===== src/rtl/edubos5_rf_wr_ctrl.sv =====
// Write-side controller for the eduBOS5 register file: post-reset clear sequencer,
// CPU writeback / debug write arbitration with starvation preemption, and x0 protection.
module edubos5_rf_wr_ctrl #(
  parameter int unsigned NREGS      = 32,
  parameter logic [31:0] INIT_VAL   = 32'h0,
  parameter int unsigned STARVE_MAX = 15
) (
  input  logic        clk,
  input  logic        rst_n,
  input  logic        cpu_we,
  input  logic [4:0]  cpu_addr,
  input  logic [31:0] cpu_wdat,
  output logic        cpu_stall,
  output logic        init_done,
  input  logic        dbg_req,
  input  logic [4:0]  dbg_addr,
  input  logic [31:0] dbg_wdat,
  output logic        dbg_ack,
  output logic [4:0]  rf_addr,
  output logic        rf_we,
  output logic [31:0] rf_wdat
);

  localparam int unsigned CW = $clog2(NREGS);
  localparam logic [CW-1:0] LastIdx = CW'(NREGS - 1);
  localparam logic [7:0] StarveMax = 8'(STARVE_MAX);

  typedef enum logic {StInit, StRun} state_e;

  state_e         state_q, state_d;
  logic [CW-1:0]  clr_cnt_q, clr_cnt_d;
  logic [7:0]     wait_cnt_q, wait_cnt_d;
  logic           sel_dbg;
  logic           served;

  always_ff @(posedge clk) begin
    if (!rst_n) begin
      state_q    <= StInit;
      clr_cnt_q  <= '0;
      wait_cnt_q <= '0;
    end else begin
      state_q    <= state_d;
      clr_cnt_q  <= clr_cnt_d;
      wait_cnt_q <= wait_cnt_d;
    end
  end

  always_comb begin
    state_d    = state_q;
    clr_cnt_d  = clr_cnt_q;
    wait_cnt_d = wait_cnt_q;
    rf_we      = 1'b0;
    rf_addr    = '0;
    rf_wdat    = '0;
    cpu_stall  = 1'b1;
    init_done  = 1'b0;
    dbg_ack    = 1'b0;
    sel_dbg    = 1'b0;
    served     = 1'b0;

    // Outputs stay in their quiet reset values whenever rst_n is low.
    if (rst_n) begin
      case (state_q)
        StInit: begin
          rf_we      = 1'b1;
          rf_addr    = 5'(clr_cnt_q);
          rf_wdat    = (clr_cnt_q == '0) ? 32'h0 : INIT_VAL;
          clr_cnt_d  = clr_cnt_q + 1'b1;
          wait_cnt_d = '0;
          if (clr_cnt_q == LastIdx) begin
            state_d = StRun;
          end
        end
        StRun: begin
          init_done = 1'b1;
          cpu_stall = 1'b0;
          rf_addr   = cpu_addr;
          rf_wdat   = cpu_wdat;
          if (dbg_req && (wait_cnt_q == StarveMax)) begin
            // Starved debug preempts the CPU for one cycle.
            sel_dbg   = 1'b1;
            served    = 1'b1;
            cpu_stall = 1'b1;
          end else if (cpu_we) begin
            served = 1'b1;
          end else if (dbg_req) begin
            sel_dbg = 1'b1;
            served  = 1'b1;
          end
          if (sel_dbg) begin
            rf_addr = dbg_addr;
            rf_wdat = dbg_wdat;
            dbg_ack = 1'b1;
          end
          // x0 is hardwired zero: the source is acknowledged but nothing is written.
          rf_we = served && (rf_addr != 5'd0);
          if (dbg_ack || !dbg_req) begin
            wait_cnt_d = '0;
          end else if (wait_cnt_q < StarveMax) begin
            wait_cnt_d = wait_cnt_q + 8'd1;
          end
        end
        default: state_d = StInit;
      endcase
    end
  end

endmodule


===== config.mk =====
export PLATFORM = sky130hd
export DESIGN_NAME = edubos5_rf_wr_ctrl
export DESIGN_NICKNAME = d
export VERILOG_FILES = /design/src/rtl/edubos5_rf_wr_ctrl.sv
export SDC_FILE = /design/constraint.sdc
export NUM_CORES = 1
export LEC_CHECK = 0
export BUFFER_PORTS_ARGS = -buffer_cell sky130_fd_sc_hd__buf_2
export CAP_MARGIN = 10
export CORE_ASPECT_RATIO = 1.4
export CORE_MARGIN = 1
export CORE_UTILIZATION = 39
export CTS_CLUSTER_SIZE = 24
export DETAILED_ROUTE_END_ITERATION = 16
export PLACE_DENSITY = 0.85
export SKIP_CTS_REPAIR_TIMING = 1
export SYNTH_ARGS = -nofsm -noshare
export SYNTH_HDL_FRONTEND = slang
export SYNTH_SLANG_ARGS = --single-unit

===== constraint.sdc =====
create_clock -name clk -period 3.2 [get_ports clk]
set_input_delay 0.32 -clock clk [delete_from_list [all_inputs] [get_ports clk]]
set_output_delay 0.32 -clock clk [all_outputs]
set_load 0.005 [all_outputs]

## After elaboration in Yosys (flattened, before gate mapping)

Cells that the tools add are included.

| storage, ports and cells | value |
|---|---|
| register bits | 14 |
| input bits | 78 |

| operators by class | value |
|---|---|
| add/sub/neg operators | 2 |
| order comparisons | 1 |
| equality and inequality tests | 3 |
| muxes and demuxes | 34 |
| bitwise logic cells | 1 |
| reduce and logical (&&, ||, !) cells | 5 |

Operator list:

| kind | number |
|---|---|
| 32-bit two-way mux | 2 |
| 32-bit one-hot mux with 2 select lines | 1 |
| 1-bit two-way mux | 22 |
| 5-bit two-way mux | 4 |
| 8-bit two-way mux | 2 |
| 8-bit one-hot mux with 2 select lines | 1 |
| 5-bit one-hot mux with 2 select lines | 1 |
| 8-bit by 1-bit adder with 8-bit output (second input constant) | 1 |
| 8-bit by 4-bit == test with 1-bit output (second input constant) | 1 |
| 8-bit by 4-bit < comparator with 1-bit output (second input constant) | 1 |
| 5-bit by 1-bit adder with 5-bit output (second input constant) | 1 |
| 5-bit == test (second input constant) | 1 |
| 5-bit nonzero test | 1 |
| 3-bit by 1-bit != test with 1-bit output (second input constant) | 1 |
| 1-bit logical AND | 2 |
| 1-bit one-hot mux with 2 select lines | 1 |
| 1-bit logical NOT | 1 |
| 1-bit logical OR | 1 |
| 1-bit NOT | 1 |

## Longest topological paths before layout

| logic depth | value |
|---|---|
| depth after elaboration | 12 |
| gate-level depth with buffers | 8 |

## Worst setup path after synthesis

OpenSTA, ideal clock, no wires.

| timing | value |
|---|---|
| path kind | flip-flop to output port |
| from | register wait_cnt_q[0] |
| to | output rf_wdat[10] |
| data arrival time | 1.533 ns |
| data required time | 2.880 ns |
| path slack | 1.347 ns |
| cell stages (with the launch flop) | 9 |
| path through | dfxtp_1 > ha_1 > and3_1 > clkbuf_1 > a31oi_1 > buf_4 > buf_4 > nand2_1 > a21oi_1 |

| between the ends | value |
|---|---|
| cells in the longest elaborated chain, start to end | 8 |

Ends and longest elaborated chain:

| element | line | RTL |
|---|---|---|
| start: declaration | 32 | `logic [7:0] wait_cnt_q, wait_cnt_d;` |
| start signal: assignment | 44 | `wait_cnt_q <= wait_cnt_d;` |
| 8-bit by 4-bit == test with 1-bit output | 79 | `if (dbg_req && (wait_cnt_q == StarveMax)) begin` |
| 1-bit logical AND | 79 |  |
| 1-bit two-way mux | 79 |  |
| 1-bit two-way mux | 63 | `case (state_q)` |
| 1-bit two-way mux | 62 | `if (rst_n) begin` |
| 32-bit two-way mux | 90 | `if (sel_dbg) begin` |
| 32-bit one-hot mux with 2 select lines | 63 |  |
| 32-bit two-way mux | 62 |  |
| end: declaration | 21 | `output logic [31:0] rf_wdat` |

Every way passes these cells. The select of a mux whose other input is x is not followed.

## Worst setup path after layout

| timing | value |
|---|---|
| from | register wait_cnt_q[4] |
| to | output rf_we |

| between the ends | value |
|---|---|
| cells in the longest elaborated chain, start to end | 12 |
| elaborated cells on any way between the ends | 15 |
| those cells by class | eq/ne: 1; mux: 11; reduce/logical: 3 |

Ends and longest elaborated chain:

| element | line | RTL |
|---|---|---|
| 8-bit by 4-bit == test with 1-bit output * | 79 |  |
| 1-bit logical AND * | 79 |  |
| 1-bit two-way mux | 79 |  |
| 1-bit two-way mux | 63 |  |
| 1-bit two-way mux | 62 |  |
| 5-bit two-way mux | 90 |  |
| 5-bit two-way mux | 63 |  |
| 5-bit two-way mux | 62 |  |
| 5-bit nonzero test | 96 | `rf_we = served && (rf_addr != 5'd0);` |
| 1-bit logical AND * | 96 |  |
| 1-bit one-hot mux with 2 select lines * | 63 |  |
| 1-bit two-way mux * | 62 |  |
| end: declaration | 20 | `output logic rf_we,` |

Every way passes the cells marked *; elsewhere a longest branch is shown, timed or not. The select of a mux whose other input is x is not followed.

==> results.cfg <==
[timing]
worstMarginPinSlew_ns = 0.728
clock_skew_ns = 0.000290
grt_setup_unrepaired = false
fin_tns_setup_ns = 0
final_min_period_over_clock_period = 0.801
hold_viol_final = 0
setup_viol = 0
slew_headroom = 0.515
slew_violations = 0
max_clock_freq_mhz = 390
setup_slack_ns = 0.637
fin_crit_ns = 2.56

[floorplanning]
die_h_um = 68.5
die-area_um2 = 3390
horizontal_die_dimension_um = 49.5
placement_rows = 23
core-area_um2 = 2940
io_pins = 119
initial_core_utilization = 0.420

[logic_synthesis]
netlist_area_um2 = 1230
synthesis.instances = 201
yosys_warnings = 0
synth-seq-area-share = 0.227
top_ff_cell_synth = sky130_fd_sc_hd__dfxtp_1
async_flop_share = 0
synth.lib_cells_used.distinct = 27
yosys.area.top_type = sky130_fd_sc_hd__nand2_1
post_synth_most_frequent_cells = sky130_fd_sc_hd__nand2_1, sky130_fd_sc_hd__a21oi_1, sky130_fd_sc_hd__nor2_1
syn_avg_cell_area_um2 = 6.13
postSynthNetCount = 282
postSynthRegisterBits = 14
post-synth-top-count-cell = sky130_fd_sc_hd__nand2_1
synth_enable_flop_cells = 0
yosysTopAreaCellShare = 0.238
synth_top_cells_by_area = sky130_fd_sc_hd__nand2_1, sky130_fd_sc_hd__dfxtp_1, sky130_fd_sc_hd__a21oi_1

[clock_tree]
cts-root-to-sink-buffers = 2
cts_tree = done
clk_pin_slew_ns = 0.05
cts.sinks = 14
htree_levels = 1
cts-root-buf = sky130_fd_sc_hd__clkbuf_8
clock_insertion_delay_worst_skew_ns = 0.24
cts-buffers-inserted = 3

[global_routing]
grt_util_met2 = 0.425
first_global_vias = 1390
track_usage = 0.230
grt_first_pass_wirelength_um = 6110
use_met3 = 0.0526
grt_max_degree = 39
globalRouteMet1Util = 0.262
initial_antenna_violation_count = 0
grt_overflow_total = 0
grt.busiest_layer = met2

[routing]
via_density = 4.91
drc = 0
route.vias.total = 1708
drt.antenna.violating_nets = 0
wl_um = 4110
wl_per_cell_um = 11.8
first_pass_iters = 4
drt_iter0_drc = 39

[worst_setup_path]
cell_family_with_most_cp_delay = compound AO/OA/AOI/OAI gates
worst_path_buf_inv = 1
r2r-start = state_q
setup.worst_path.class = flop to primary output
crit_fanout = 38
endpoint = rf_we
critPathArrivalTime_ns = 2.24
reg2reg_to = wait_cnt_q[5]
r2r_cells = 4
worst_setup_path_end_kind = primary output
path_cells = nor4_4 > a31o_2 > o21ai_0 > a31oi_1 > buf_2
worst-r2r-setup-slack_ns = 1.55
critical_path_cell_count = 5
setup.worst_path.start_class = flop
crit_path_slowest_cell = sky130_fd_sc_hd__a31o_2
critPathLaunch = wait_cnt_q[4]
slowest_delay_ns = 0.71
crit_required_ns = 2.88

[place]
placement.cell_area_um2 = 1810
globalplace.congestion = 0.803
preCtsSetupSlack_ns = 0.909
numPortBuffers = 118
post_detailed_placement_half_perimeter_wirelength_um = 3170

[layout]
stdcell_area_um2 = 1850
post_route_cells_drive_above_1_share = 0.408
fillers = 295
area_delta_synth_final_pct = 50.3
layout.area.seq_um2 = 280
antenna_cells_inserted = 0
nets = 394
multiInputGateArea_um2 = 856

[power_and_ir_drop]
peakVddDrop_mv = 0.329
power.density_cell_area_nw_per_um2 = 228
leakagePower_uw = 0.00105
finalPower_uw = 423

[outcome]
outcome = finished clean

[worst_hold_path]
holdCritStartpoint = cpu_we
path_type_of_the_worst_min_delay_path = input port to flop
hold_depth = 3

[flow_run]
drv_cap = 0
[area by class of cell]
cell class                 count  share of cell area
sequential                    14               0.151
clock buffer                   3              0.0223
tap                           37              0.0250
multi-input combinational    169               0.462
timing repair buffer         121               0.331
inverter                       4             0.00811
[worst min-delay path by stage]
stage / to / slack (ns)
floorplan: wait_cnt_q[7] / 0.44
global placement: wait_cnt_q[7] / 0.45
detailed placement: wait_cnt_q[7] / 0.45
CTS: wait_cnt_q[2] / 0.39
global route: wait_cnt_q[2] / 0.40
finish: wait_cnt_q[2] / 0.39
[routing by layer]
layer,vias to the layer above,share of wire
li1,894,-
met1,738,0.42
met2,69,0.49
met3,7,0.074
met4,0,0.013
met5,-,0
[worst register-to-register path, stage by stage (launching register included)]
cell and delay (ns):
sky130_fd_sc_hd__dfxtp_1 0.71, sky130_fd_sc_hd__nand2_1 0.10, sky130_fd_sc_hd__buf_4 0.27, sky130_fd_sc_hd__a211o_1 0.36, sky130_fd_sc_hd__nor2_1 0.15
[report_power, final]
group	switching [uW]	internal, uW	total [uW]
clock	55.5	83.0	139
sequential	3.33	178	181
combinational	49.7	53.1	103
[cell usage in the layout, fill, tap and decap left out, types with 4 or more instances in the layout]
cell type	n
sky130_fd_sc_hd__nor2_1	15
sky130_fd_sc_hd__a21oi_1	32
sky130_fd_sc_hd__a31oi_1	6
sky130_fd_sc_hd__buf_2	118
sky130_fd_sc_hd__nand2_1	78
sky130_fd_sc_hd__xor2_1	5
sky130_fd_sc_hd__dfxtp_1	14
sky130_fd_sc_hd__inv_1	4
sky130_fd_sc_hd__o21ai_0	7
[state kept, by name, indices dropped and copies added, names as in the netlist]
name        cells
wait_cnt_q      8
clr_cnt_q       5
state_q         1
[logic make-up after synthesis]
kind of cell,Yosys count,synth area share
adders and majority gates,3,0.0305
AOI/OAI and AO/OA,51,0.228
and+or+nand+nor,106,0.363
buffers and inverters,18,0.0832
muxes,3,0.0244
xor gates and xnor gates,6,0.0426
DFF,14,0.227
[per-stage QoR]
step           hold WS (ns)  cells   util
6_report              0.390    348  0.631
5_1_grt               0.396    348  0.631
4_1_cts               0.389    348  0.631
3_5_place_dp          0.453    345  0.617
3_3_place_gp          0.451    345  0.617
2_1_floorplan         0.443    201      -
Power figures use the tool's default switching activity.
